--- src/rtl/rf_wb_arbiter.sv ---
// rf_wb_arbiter
//   Write-port arbiter and in-flight-divide scoreboard for the RV32IM integer
//   register file. The single synchronous write port is shared by the in-order
//   writeback stage and the out-of-band divide unit. WB normally wins. A divide
//   result that has lost MAX_DEFER consecutive cycles takes the port on the next
//   cycle. Destinations of issued divides are marked busy, which raises a decode
//   hazard until the result is written.
//
// Ports
//   clk, rst                 clock, synchronous active-high reset
//   wb_valid/rd/data         WB write request;  wb_stall  = request not granted
//   div_issue/div_issue_rd   divide issued this cycle, marks its rd busy
//   div_valid/rd/data        divide result (held stable); div_ready = granted
//   id_rs1/rs2/rd            decode indices;    id_hazard = any index busy
//   rf_we/waddr/wd           register file write port (combinational, same edge)
module rf_wb_arbiter #(
  parameter int MAX_DEFER = 3
) (
  input  logic        clk,
  input  logic        rst,
  input  logic        wb_valid,
  input  logic [4:0]  wb_rd,
  input  logic [31:0] wb_data,
  output logic        wb_stall,
  input  logic        div_issue,
  input  logic [4:0]  div_issue_rd,
  input  logic        div_valid,
  input  logic [4:0]  div_rd,
  input  logic [31:0] div_data,
  output logic        div_ready,
  input  logic [4:0]  id_rs1,
  input  logic [4:0]  id_rs2,
  input  logic [4:0]  id_rd,
  output logic        id_hazard,
  output logic        rf_we,
  output logic [4:0]  rf_waddr,
  output logic [31:0] rf_wd
);

  // A zero MAX_DEFER still needs a 1-bit counter to keep the types legal.
  localparam int DW = (MAX_DEFER > 0) ? $clog2(MAX_DEFER + 1) : 1;
  localparam logic [DW-1:0] DEFER_MAX = DW'(MAX_DEFER);

  logic [DW-1:0] defer_q, defer_d;
  // Bit 0 is kept in the vector for direct indexing but is never set.
  logic [31:0]   busy_q, busy_d;

  logic          grant_wb, grant_div, div_prio;

  // ---------------------------------------------------------------------------
  // Arbitration
  // ---------------------------------------------------------------------------
  assign div_prio  = (defer_q == DEFER_MAX);
  // Divide wins when alone, or when it has been deferred long enough.
  assign grant_div = ~rst & div_valid & (~wb_valid | div_prio);
  assign grant_wb  = ~rst & wb_valid & ~grant_div;

  assign wb_stall  = ~rst & wb_valid & ~grant_wb;
  assign div_ready = grant_div;

  always_comb begin
    rf_waddr = 5'd0;
    rf_wd    = 32'd0;
    if (grant_div) begin
      rf_waddr = div_rd;
      rf_wd    = div_data;
    end else if (grant_wb) begin
      rf_waddr = wb_rd;
      rf_wd    = wb_data;
    end
  end

  // An x0 request still consumes the port but must not write.
  assign rf_we = (grant_div | grant_wb) & (rf_waddr != 5'd0);

  // ---------------------------------------------------------------------------
  // Deferral counter: counts consecutive lost cycles of a pending divide.
  // ---------------------------------------------------------------------------
  always_comb begin
    defer_d = '0;
    if (div_valid && !grant_div)
      defer_d = div_prio ? defer_q : defer_q + DW'(1);
  end

  // ---------------------------------------------------------------------------
  // Scoreboard. Set is applied after clear so an issue to the same rd as the
  // returning divide leaves the register busy for the new divide.
  // ---------------------------------------------------------------------------
  always_comb begin
    busy_d = busy_q;
    if (grant_div)
      busy_d[div_rd] = 1'b0;
    if (div_issue && (div_issue_rd != 5'd0))
      busy_d[div_issue_rd] = 1'b1;
    busy_d[0] = 1'b0;
  end

  // Read from registered state only: a cleared bit drops the hazard the cycle
  // after the write edge, when the register file already holds the value.
  assign id_hazard = ~rst & (busy_q[id_rs1] | busy_q[id_rs2] | busy_q[id_rd]);

  always_ff @(posedge clk) begin
    if (rst) begin
      busy_q  <= '0;
      defer_q <= '0;
    end else begin
      busy_q  <= busy_d;
      defer_q <= defer_d;
    end
  end

endmodule

--- config.mk ---
export PLATFORM = sky130hd
export DESIGN_NAME = rf_wb_arbiter
export DESIGN_NICKNAME = d
export VERILOG_FILES = /design/src/rtl/rf_wb_arbiter.sv
export SDC_FILE = /design/constraint.sdc
export NUM_CORES = 1
export LEC_CHECK = 0
export ABC_AREA = 1
export CORE_ASPECT_RATIO = 1.1
export CORE_UTILIZATION = 45
export DETAILED_ROUTE_END_ITERATION = 16
export PLACE_DENSITY = 0.87
export SYNTH_ARGS = -nofsm -noshare
export SYNTH_HDL_FRONTEND = slang
export SYNTH_SLANG_ARGS = --single-unit
--- constraint.sdc ---
create_clock -name clk -period 5.15 [get_ports clk]
set_clock_uncertainty 0.2 [all_clocks]
set_input_delay 1.03 -clock clk [delete_from_list [all_inputs] [get_ports clk]]
set_output_delay 1.03 -clock clk [all_outputs]
set_load 0.02 [all_outputs]
==> impl_metrics.csv <==
group,metric,value,unit
drt,ant_nets,0,
global_route,first_global_vias,3997,
global_route,grt_use_total,34.0,%
placed_design,hpwl,8990,um
clocking,clock_latency,0.28,ns
critical_path,crit_fanout,19,
floorplan,die_h,87.4,um
finish,ff_latch_area,661,um2
clocking,clockRootBuffer,"clkbuf_8",
floorplan,die_x,79.7,um
logic_synthesis,ys.flop_type,"dfxtp_1",
global_route,overflow,0,
drt,drc,0,
critical_path,cp.required,3.92,ns
finish,synthToLayoutAreaGrowth,48.7,%
timing,grt_setup_unrepaired,"no",
power,irDropWorstVdd,121,uV
finish,final_nets,774,
critical_path,cpPeakStageDelay,0.87,ns
drt,drtIter0Drc,252,
floorplan,rows,30,
drt,routedWlPerCell,15.2,um
floorplan,initial_core_util,47.3,%
timing,tightest_slew,0.804,ns
logic_synthesis,syn_inst,548,
timing,fin_setup_tns,0,ns
logic_synthesis,synth_common_cells,"nand2_1, inv_1, nand3_1",
logic_synthesis,yosysWarnings,0,
floorplan,pin_count,140,
timing,min_period,4.69,ns
placed_design,place_ws,0.479,ns
min_path,hp-start,"defer_q[0]",
logic_synthesis,syn_nets,648,
clocking,cts.sinks,33,
min_path,holdPathStages,1,
placed_design,place.gp.congestion,0.991,
critical_path,start_kind,"input pin",
logic_synthesis,synth.top_cell.area_share,23.4,%
logic_synthesis,synth_area,2990,um2
clocking,path_clk_slew,0.06,ns
global_route,antenna_found_initial,0,
placed_design,place_inst,747,
power,powerDensity,161,nW/um2
logic_synthesis,async_flop_share,0,%
logic_synthesis,synthDistinctLibCells,26,
floorplan,fp.dieArea,6960,um2
critical_path,critPathKind,"input pin to output pin",
global_route,grt_pass1_wl,18500,um
logic_synthesis,synth-edff-count,0,
timing,setup_ws,0.455,ns
flow_run,drv_cap,0,
clocking,postCtsSetupBuffers,0,
drt,num_vias,4134,
run_status,outcome,"finished clean",
critical_path,cp_cell_sequence,"clkdlybuf4s50_1 > inv_2 > nand2_1 > nand3_1 > nand3_1 > nand2_1 > nand2_1 > nand3_1 > nand2_1 > inv_1 > a21oi_1 > clkdlybuf4s50_1",
placed_design,io_buffers,139,
power,p_leak,1.88,nW
drt,drt_first_pass_iters,5,
clocking,cts_tree,"yes",
clocking,cts_resized,0,
finish,drive_above_1_share,3.11,%
logic_synthesis,synth.largest_area_cell,"nand2_1",
drt,via_per_inst,5.48,
critical_path,cp_data_arrival_time,3.46,ns
critical_path,endpoint_kind,"output pin",
clocking,clk_path_buf_depth,2,
logic_synthesis,synth_most_common_cell,"nand2_1",
critical_path,r2r-end,"busy_q[25]",
timing,setup_viol,0,
global_route,grt_max_degree,36,
finish,nFillCells,584,
logic_synthesis,synth.yosys.seq_area_share,22.1,%
logic_synthesis,synth_seq_cells,33,
finish,multi_input_area,1850,um2
critical_path,timing.rr.start,"defer_q[0]",
critical_path,path_delay_family,"buffers and inverters",
logic_synthesis,synth_area_leaders,"nand2_1, dfxtp_1, nand3_1, inv_1, o21ai_0",
critical_path,r2r_setup_slack,2.70,ns
logic_synthesis,synth.avg_cell_area,5.45,um2
floorplan,design.core.area,6310,um2
critical_path,critPathMostFrequentCell,"nand2_1",
timing,slew_viol_final,0,
clocking,cts_buffers,5,
critical_path,ff2ff_path_depth,7,
min_path,worstHoldEndpoint,"defer_q[0]",
finish,layout.cells.non_filler,755,
timing,relSlewSlack,45.9,%
min_path,hold_class,"register to register",
critical_path,worst-path-buf-inv,4,
power,power,0.000716,W
finish,antenna_cells,0,
drt,drt_wl_total,11500,um
clocking,h-tree-depth,2,
timing,max_freq,213,MHz
critical_path,cpMaxStageDelayCell,"clkdlybuf4s50_1",
timing,fin_crit_sh,91.2,%
clocking,cts_hold_buf,0,
timing,finalHoldViolations,0,
==> power by group <==
group | internal (W) | total [W] | switching, W
combinational | 0.000132 | 0.000265 | 0.000133
sequential | 0.000259 | 0.000264 | 0.00000484
clock | 0.0000935 | 0.000187 | 0.0000935
==> layout make-up <==
cell class                 instances  area share (%)
sequential                        33            14.9
clock inverter                     2           0.226
clock buffer                       6            1.64
timing repair buffer             142            31.9
tap                               80            2.26
multi-input combinational        404            41.7
inverter                          88            7.44
==> registers in the layout, indices dropped and copies added (netlist names) <==
| register | count |
|---|---|
| busy_q | 31 |
| defer_q | 2 |
==> worst max path at each step <==
| stage | slack (ns) | to | from | cells past startpoint |
|---|---|---|---|---|
| final | 0.46 | id_hazard | id_rd[0] | 12 |
| after global routing | 0.25 | id_hazard | id_rd[0] | 12 |
| after global placement | 0.54 | id_hazard | id_rd[0] | 12 |
| after detailed placement | 0.48 | id_hazard | id_rd[0] | 12 |
| after CTS | 0.49 | id_hazard | id_rd[0] | 12 |
| after floorplan | 1.71 | rf_we | wb_valid | 6 |
==> cell families after synthesis <==
kind of cell / count (synthesis) / share of synthesized area (%)
AOI/OAI and AO/OA: 105 / 18.4
adders and majority gates: 1 / 0.419
buffers and inverters: 111 / 15.9
DFF: 33 / 22.1
muxes: 1 / 0.335
and+or+nand+nor: 297 / 42.8
==> layout by cell type (no fill, tap or decap), types with 7 or more instances in the layout <==
master and n:
o21ai_0 42, clkdlybuf4s50_1 139, inv_1 83, o21ai_1 23, dfxtp_1 33, nor2_1 14
nor3_1 7, a21oi_1 33, nand3_1 82, nand2_1 186
==> metal layers <==
layer	wire, um	GRT usage (%)	part of all wire (%)	vias up
li1	-	-	-	2012
met1	4380	36.6	38	1832
met2	5640	59.8	49	242
met3	947	9.11	8.3	48
met4	498	19.0	4.3	0
met5	0	0	0	-
==> worst reg2reg max path, cell delays in order (launching register included) <==
cell	delay, ns
dfxtp_1	0.34
ha_1	0.24
o211ai_4	0.15
inv_2	0.45
buf_4	0.26
nand3_1	0.29
o21ai_0	0.29
a21oi_1	0.11
==> stage by stage <==
step           utilization (%)  instance area, um2  hold slack, ns
6_report                  70.4                4440           0.238
3_3_place_gp              69.1                4360           0.208
2_1_floorplan                -                2990           0.199
5_1_grt                   70.4                4440           0.256
3_5_place_dp              69.1                4360           0.220
4_1_cts                   70.4                4440           0.238
(Power assumes the default switching activity.)
